$ cat src/rtl/cpu_pkg.sv
// Shared definitions for the in-order pipeline.
// Contents: the word width, RV32I opcode and branch funct3 codes, the
// execute-stage ALU select enum, a funct-to-ALU helper, and the
// decode->execute pipeline record.
package cpu_pkg;

    localparam int WORD = 32;

    localparam logic [6:0] OP_LUI    = 7'b0110111;
    localparam logic [6:0] OP_AUIPC  = 7'b0010111;
    localparam logic [6:0] OP_JAL    = 7'b1101111;
    localparam logic [6:0] OP_JALR   = 7'b1100111;
    localparam logic [6:0] OP_BRANCH = 7'b1100011;
    localparam logic [6:0] OP_LOAD   = 7'b0000011;
    localparam logic [6:0] OP_STORE  = 7'b0100011;
    localparam logic [6:0] OP_IMM    = 7'b0010011;
    localparam logic [6:0] OP_OP     = 7'b0110011;

    localparam logic [2:0] F3_BEQ  = 3'b000;
    localparam logic [2:0] F3_BNE  = 3'b001;
    localparam logic [2:0] F3_BLT  = 3'b100;
    localparam logic [2:0] F3_BGE  = 3'b101;
    localparam logic [2:0] F3_BLTU = 3'b110;
    localparam logic [2:0] F3_BGEU = 3'b111;

    typedef enum logic [3:0] {
        ADD  = 4'd0,
        SUB  = 4'd1,
        AND  = 4'd2,
        OR   = 4'd3,
        XOR  = 4'd4,
        SLL  = 4'd5,
        SRL  = 4'd6,
        SRA  = 4'd7,
        SLT  = 4'd8,
        SLTU = 4'd9,
        LUI  = 4'd10,
        LINK = 4'd11
    } alu_ctrl_t;

    typedef struct packed {
        logic [WORD-1:0] pc;
        logic [WORD-1:0] rd1;
        logic [WORD-1:0] rd2;
        logic [WORD-1:0] imm;
        logic [4:0]      rs1;
        logic [4:0]      rs2;
        logic [4:0]      rd;
        alu_ctrl_t       alu_ctrl;
        logic            alu_src;
        logic            reg_write;
        logic            mem_write;
        logic            mem_to_reg;
        logic            valid;
    } de_reg_t;

    // funct3/funct7[5] to ALU select; SUB only exists for register-register ops
    // (OP-IMM with funct3=000 is always ADDI).
    function automatic alu_ctrl_t alu_from_funct(input logic [2:0] f3,
                                                 input logic f7b5,
                                                 input logic is_reg);
        alu_ctrl_t r;
        case (f3)
            3'b000:  r = (is_reg && f7b5) ? SUB : ADD;
            3'b001:  r = SLL;
            3'b010:  r = SLT;
            3'b011:  r = SLTU;
            3'b100:  r = XOR;
            3'b101:  r = f7b5 ? SRA : SRL;
            3'b110:  r = OR;
            default: r = AND;
        endcase
        return r;
    endfunction

endpackage

$ cat src/rtl/flopr.sv
// Resettable enabled register.
// Ports: clk, reset (sync, active-high, clears q), en (load), d, q.
module flopr #(
    parameter int WIDTH = 8
) (
    input  logic             clk,
    input  logic             reset,
    input  logic             en,
    input  logic [WIDTH-1:0] d,
    output logic [WIDTH-1:0] q
);

    always_ff @(posedge clk) begin
        if (reset)   q <= '0;
        else if (en) q <= d;
    end

endmodule

$ cat src/rtl/regfile.sv
// Integer register file: two combinational read ports, one write port.
// Ports: clk, reset (sync, clears all registers), we/wa/wd write port,
// ra1/ra2 read addresses, rd1/rd2 read data.
// x0 reads 0; a same-cycle write to the read address is bypassed to the read.
import cpu_pkg::*;

module regfile #(
    parameter int REGS_POWER = 5
) (
    input  logic            clk,
    input  logic            reset,
    input  logic            we,
    input  logic [4:0]      wa,
    input  logic [WORD-1:0] wd,
    input  logic [4:0]      ra1,
    input  logic [4:0]      ra2,
    output logic [WORD-1:0] rd1,
    output logic [WORD-1:0] rd2
);

    logic [WORD-1:0] regs [2**REGS_POWER];

    always_ff @(posedge clk) begin
        if (reset) begin
            for (int i = 0; i < 2**REGS_POWER; i++) regs[i] <= '0;
        end else if (we && wa != 5'd0) begin
            regs[wa[REGS_POWER-1:0]] <= wd;
        end
    end

    // ra != 0 together with wa == ra already excludes writes to x0.
    always_comb begin
        rd1 = '0;
        if (ra1 != 5'd0) rd1 = (we && wa == ra1) ? wd : regs[ra1[REGS_POWER-1:0]];
    end

    always_comb begin
        rd2 = '0;
        if (ra2 != 5'd0) rd2 = (we && wa == ra2) ? wd : regs[ra2[REGS_POWER-1:0]];
    end

endmodule

$ cat src/rtl/decode.sv
// Decode stage: register-file read, immediate and control generation, early
// jump/branch resolution back to fetch, and the decode->execute register.
// Ports: clk, reset, en (stall when 0), flushE (bubble), pcD/instrD/validD from
// fetch, regWriteW/rdW/resultW writeback port, fwdAD/fwdBD/aluOutM compare
// forwarding, PCSrcD/pcnD redirect, rs1D/rs2D to hazard unit, *E registered
// outputs to execute.
import cpu_pkg::*;

module decode #(
    parameter int REGS_POWER = 5
) (
    input  logic            clk,
    input  logic            reset,
    input  logic            en,
    input  logic            flushE,
    input  logic [WORD-1:0] pcD,
    input  logic [WORD-1:0] instrD,
    input  logic            validD,
    input  logic            regWriteW,
    input  logic [4:0]      rdW,
    input  logic [WORD-1:0] resultW,
    input  logic            fwdAD,
    input  logic            fwdBD,
    input  logic [WORD-1:0] aluOutM,
    output logic            PCSrcD,
    output logic [WORD-1:0] pcnD,
    output logic [4:0]      rs1D,
    output logic [4:0]      rs2D,
    output logic [WORD-1:0] pcE,
    output logic [WORD-1:0] rd1E,
    output logic [WORD-1:0] rd2E,
    output logic [WORD-1:0] immE,
    output logic [4:0]      rs1E,
    output logic [4:0]      rs2E,
    output logic [4:0]      rdE,
    output logic [3:0]      aluCtrlE,
    output logic            aluSrcE,
    output logic            regWriteE,
    output logic            memWriteE,
    output logic            memToRegE,
    output logic            validE
);

    logic [6:0]      opcode;
    logic [2:0]      f3;
    logic [WORD-1:0] rd1, rd2, a, b, imm, jalr_sum;
    logic [WORD-1:0] imm_i, imm_s, imm_b, imm_u, imm_j;
    logic            is_jal, is_jalr, is_branch, taken;
    logic            alu_src, reg_write, mem_write, mem_to_reg;
    alu_ctrl_t       alu_ctrl;
    de_reg_t         dec, de_d, de_q;

    assign opcode = instrD[6:0];
    assign f3     = instrD[14:12];
    assign rs1D   = instrD[19:15];
    assign rs2D   = instrD[24:20];

    assign imm_i = {{20{instrD[31]}}, instrD[31:20]};
    assign imm_s = {{20{instrD[31]}}, instrD[31:25], instrD[11:7]};
    assign imm_b = {{19{instrD[31]}}, instrD[31], instrD[7], instrD[30:25], instrD[11:8], 1'b0};
    assign imm_u = {instrD[31:12], 12'b0};
    assign imm_j = {{11{instrD[31]}}, instrD[31], instrD[19:12], instrD[20], instrD[30:21], 1'b0};

    regfile #(.REGS_POWER(REGS_POWER)) u_regfile (
        .clk   (clk),
        .reset (reset),
        .we    (regWriteW),
        .wa    (rdW),
        .wd    (resultW),
        .ra1   (rs1D),
        .ra2   (rs2D),
        .rd1   (rd1),
        .rd2   (rd2)
    );

    always_comb begin
        imm        = '0;
        alu_ctrl   = ADD;
        alu_src    = 1'b0;
        reg_write  = 1'b0;
        mem_write  = 1'b0;
        mem_to_reg = 1'b0;
        is_jal     = 1'b0;
        is_jalr    = 1'b0;
        is_branch  = 1'b0;
        case (opcode)
            OP_LUI:    begin imm = imm_u; alu_ctrl = LUI;  alu_src = 1'b1; reg_write = 1'b1; end
            OP_AUIPC:  begin imm = imm_u; alu_ctrl = ADD;  alu_src = 1'b1; reg_write = 1'b1; end
            OP_JAL:    begin imm = imm_j; alu_ctrl = LINK; reg_write = 1'b1; is_jal = 1'b1; end
            OP_JALR:   begin imm = imm_i; alu_ctrl = LINK; reg_write = 1'b1; is_jalr = 1'b1; end
            OP_BRANCH: begin imm = imm_b; alu_ctrl = SUB;  is_branch = 1'b1; end
            OP_LOAD:   begin
                imm = imm_i; alu_src = 1'b1; reg_write = 1'b1; mem_to_reg = 1'b1;
            end
            OP_STORE:  begin imm = imm_s; alu_src = 1'b1; mem_write = 1'b1; end
            OP_IMM:    begin
                imm = imm_i; alu_src = 1'b1; reg_write = 1'b1;
                alu_ctrl = alu_from_funct(f3, instrD[30], 1'b0);
            end
            OP_OP:     begin
                reg_write = 1'b1;
                alu_ctrl = alu_from_funct(f3, instrD[30], 1'b1);
            end
            default: ;
        endcase
    end

    assign a = fwdAD ? aluOutM : rd1;
    assign b = fwdBD ? aluOutM : rd2;

    always_comb begin
        taken = 1'b0;
        case (f3)
            F3_BEQ:  taken = (a == b);
            F3_BNE:  taken = (a != b);
            F3_BLT:  taken = ($signed(a) <  $signed(b));
            F3_BGE:  taken = ($signed(a) >= $signed(b));
            F3_BLTU: taken = (a <  b);
            F3_BGEU: taken = (a >= b);
            default: taken = 1'b0;
        endcase
    end

    assign jalr_sum = a + imm;
    assign pcnD     = is_jalr ? {jalr_sum[WORD-1:1], 1'b0} : pcD + imm;
    assign PCSrcD   = validD & (is_jal | is_jalr | (is_branch & taken));

    always_comb begin
        dec            = '0;
        dec.pc         = pcD;
        dec.rd1        = rd1;
        dec.rd2        = rd2;
        dec.imm        = imm;
        dec.rs1        = rs1D;
        dec.rs2        = rs2D;
        dec.rd         = instrD[11:7];
        dec.alu_ctrl   = alu_ctrl;
        dec.alu_src    = alu_src;
        dec.reg_write  = reg_write & validD;
        dec.mem_write  = mem_write & validD;
        dec.mem_to_reg = mem_to_reg;
        dec.valid      = validD;
    end

    // Flush loads an all-zero record, so it must also open the enable.
    assign de_d = flushE ? '0 : dec;

    flopr #(.WIDTH($bits(de_reg_t))) u_de_reg (
        .clk   (clk),
        .reset (reset),
        .en    (en | flushE),
        .d     (de_d),
        .q     (de_q)
    );

    assign pcE       = de_q.pc;
    assign rd1E      = de_q.rd1;
    assign rd2E      = de_q.rd2;
    assign immE      = de_q.imm;
    assign rs1E      = de_q.rs1;
    assign rs2E      = de_q.rs2;
    assign rdE       = de_q.rd;
    assign aluCtrlE  = de_q.alu_ctrl;
    assign aluSrcE   = de_q.alu_src;
    assign regWriteE = de_q.reg_write;
    assign memWriteE = de_q.mem_write;
    assign memToRegE = de_q.mem_to_reg;
    assign validE    = de_q.valid;

endmodule

$ cat config.mk
export PLATFORM = sky130hd
export DESIGN_NAME = decode
export DESIGN_NICKNAME = d
export VERILOG_FILES = /design/src/rtl/cpu_pkg.sv /design/src/rtl/flopr.sv /design/src/rtl/regfile.sv /design/src/rtl/decode.sv
export SDC_FILE = /design/constraint.sdc
export NUM_CORES = 2
export LEC_CHECK = 0
export BUFFER_PORTS_ARGS = -buffer_cell sky130_fd_sc_hd__buf_2
export CORE_MARGIN = 4
export CORE_UTILIZATION = 60
export CTS_BUF_LIST = sky130_fd_sc_hd__clkbuf_4
export DETAILED_ROUTE_END_ITERATION = 6
export GPL_ROUTABILITY_DRIVEN = 0
export PLACE_DENSITY = 0.78
export SETUP_SLACK_MARGIN = 0.2
export SLEW_MARGIN = 20
export SYNTH_ARGS = -nofsm -noshare
export SYNTH_HDL_FRONTEND = slang
export SYNTH_SLANG_ARGS = --single-unit
$ cat constraint.sdc
create_clock -name clk -period 8.2 [get_ports clk]
set_clock_uncertainty 0.15 [all_clocks]
set_input_delay 0.41 -clock clk [delete_from_list [all_inputs] [get_ports clk]]
set_output_delay 0.41 -clock clk [all_outputs]
set_load 0.01 [all_outputs]
==> key figures <==
Status
  • Outcome: finished, final reports clean

Floorplanning
  • Die Area: about 120000 um^2
  • Io pins: about 340
  • Initial Util: approximately three fifths
  • Num rows: about 120
  • Die X: ~340 um
  • DIE HEIGHT: 339 um
  • Core area: roughly 110000 um^2

Place
  • Pre-CTS setup slack: between 1.5 and 2 ns
  • Buffers on Ports: ~340
  • Hpwl dp: ~130 mm
  • Cell Count Post-Placement: 6281

Yosys
  • EDFF count, synth: between 1000 and 1500
  • Largest cells by area after synthesis: edfxtp_1 47%, mux4_2 19%, and2_1 9.3%
  • Yosys reg bits: roughly 1200
  • Mapped Cells: just under 5000
  • Distinct cells, synth: between 70 and 80
  • Avg Cell Area, Syn: around 14 um^2
  • Synth async-reset ratio: 0%
  • Synth area leader: edfxtp_1
  • Sequential area share after synthesis: about half
  • Post-synthesis cell area: 65900 um^2
  • Synth top area share: 46.6%
  • Most used DFF post-synth: edfxtp_1
  • Yosys warns: 0

Global routing
  • Initial antenna violation count: 25
  • Vias in the first global route: slightly above 50000
  • Pin count of the biggest net entering global routing: slightly above 90
  • GRT Total Usage: between 40% and 50%
  • Global route overflow: 0
  • First-pass GRT wire length: about 350 mm

Clock tree
  • CTS tree: done
  • Deepest clock path buffer count: 4
  • TritonCTS buffer count: ~320
  • Clk sinks: between 1000 and 1500
  • # H-tree levels: 5
  • CTS root buf: clkbuf_4
  • Postcts setup bufs: 0
  • Clock Latency Late Sink: between 1 and 1.5 ns
  • CTS clock-pin slew for the worst setup and hold paths: roughly 0.08 ns

Cells and area
  • Layout cells sized above 1: between 20 and 30%
  • Area delta synth->final: 13.6%
  • Commonest cells after routing, fill and taps aside: 1024 x edfxtp_1, 982 x and2_1, 547 x mux4_2, 450 x clkbuf_4, 323 x buf_2
  • Commonest non-fill, non-tap cell in the layout: edfxtp_1
  • Fin nets: around 5600
  • Non-Filler Instances: 7054

Route
  • DR iter-0 viols: approximately 8500
  • Via count: 50400
  • Routed len/inst: approximately 34 um
  • # DRC: 0
  • Post-DRT Antenna Nets: 0
  • Pre-antenna DRT Iters: 7
  • Via/cell ratio: approximately 7.1
  • Detailed-route wire length: 242 mm

Setup path
  • CP Launch Type: primary input
  • Worst-path fanout max: 31
  • Critical path's largest stage delay: between 0.8 and 0.9 ns
  • Critical path's slowest cell: or3b_2
  • CP arrival: 7.23 ns
  • Setup crit end kind: primary output
  • Worst endpoint required time: between 7 and 8 ns
  • Critical-path cell list: dlygate4sd3_1, buf_4, or3b_2, buf_4, o221ai_1, a221oi_1, a211oi_1, a21oi_1, o31ai_1, ha_1, nor2b_1, o21bai_1, a21boi_0, o21ai_1, o22ai_1, o2111a_1, o21a_1, o21a_1, o31ai_1, buf_2
  • Crit path kind: primary input to primary output

STA
  • Period utilisation layout: 95.0%
  • Rel. slew slack: between 10% and 20%
  • Final WS setup: a little over 0.4 ns
  • Max Freq: around 130 MHz
  • Final setup viols: 0
  • RSZ-0062 raised after global routing: false
  • Tmin final: about 7.8 ns
  • Max Slew Vio Count: 0
  • Hold Fails Final Rpt: 0
  • Setup_tns: 0 ns
  • Worst-margin pin slew: approximately 1.3 ns

Pwr
  • Pwr Density: around 190 nW/um^2
  • Pleak: ~28 nW
  • Worst VDD drop: between 0.00015 and 0.0002 V
  • Pwr Total: ~14 mW

Run
  • Max-Cap Viols: 0

Min path
  • Hold Crit Class: primary input to flop
## final timing paths
path                                                           start                     endpoint  depth (start not counted)  slack, ns
worst max-delay path                                      instrD[18]                     pcnD[26]                         20       0.41
worst min-delay path                                      instrD[22]  u_de_reg.q[16]$_SDFFE_PP0P_                          4       0.12
worst max register to register  u_regfile.regs[31][10]$_SDFFCE_PN0P_  u_de_reg.q[98]$_SDFFE_PP0P_                          9       5.05
worst min register to register           u_de_reg.q[52]$_SDFFE_PP0P_  u_de_reg.q[52]$_SDFFE_PP0P_                          2       0.30
## layout make-up
type	instances	area (um^2)
sequential	1176	33800
inverter	18	68.8
clock inverter	67	402
timing repair buffer	658	4790
antenna	46	115
fill	7212	34100
tap	1414	1770
multi-input combinational	3225	30500
clock buffer	450	3380
## registers in the layout, summed over array words and instances (netlist names)
signal          cells
u_regfile.regs   1024
u_de_reg.q        152
## metal layers
layer  part of all wire, %  global-route usage [%]  wire (um)  vias to the layer above
li1                      -                       -          -                    19700
met1                    30                    48.4      73500                    24200
met2                    45                    63.9     109000                     5072
met3                    16                    16.3      39300                     1354
met4                   8.5                    29.9      20500                        8
met5                 0.034                       0         82                        -
## cells by family after synthesis
| family | share of synthesized area, % |
|---|---|
| fa+ha+maj | 1.83 |
| xor+xnor | 0.731 |
| flops | 51.3 |
| compound gates | 5.77 |
| mux | 23.4 |
| other cells | 0.00569 |
| simple gates | 13.9 |
| buf+inv | 3.11 |
## repair_timing
item | in CTS | in global routing
hold endpoints to repair | 1145 | 0
hold buffers | 210 | 0
gates resized for setup | 0 | 1
endpoints found under the setup margin | 0 | 1
## cells in the mapped netlist, drive strengths merged, types with 27 or more instances
cell type	n
edfxtp	1024
and2	982
mux4	557
clkbuf	362
mux2i	250
nor2	246
nand2	161
a21oi	155
dfxtp	152
buf	119
ha	93
a21o	78
o21ai	71
a211oi	70
nor3	66
or2	48
xor2	33
mux2	31
o22ai	31
o31ai	31
nand3	28
nand2b	27
## critical path, delay by kind of cell
kind | cells | cell delay [ns]
buffers and inverters | 4 | 1.60
adder cells (fa/ha/maj) | 1 | 0.42
AO/OA/AOI/OAI | 13 | 3.73
AND/OR/NAND/NOR | 2 | 1.02
## power by group
part | switching, mW | internal (mW) | total [mW]
clock | 2.50 | 2.66 | 5.16
sequential | 0.168 | 6.81 | 6.98
combinational | 1.32 | 0.937 | 2.26
total | 3.98 | 10.4 | 14.4
## per-stage QoR
stage	hold WS, ns	utilization, %	cell area, um^2
finish	0.119	68.7	74900
detailed placement	0.296	63.2	68800
global placement	0.290	63.2	68800
global route	0.0660	68.6	74800
floorplan	0.326	-	66000
CTS	0.000178	68.6	74700
Power figures use the tool's default switching activity.
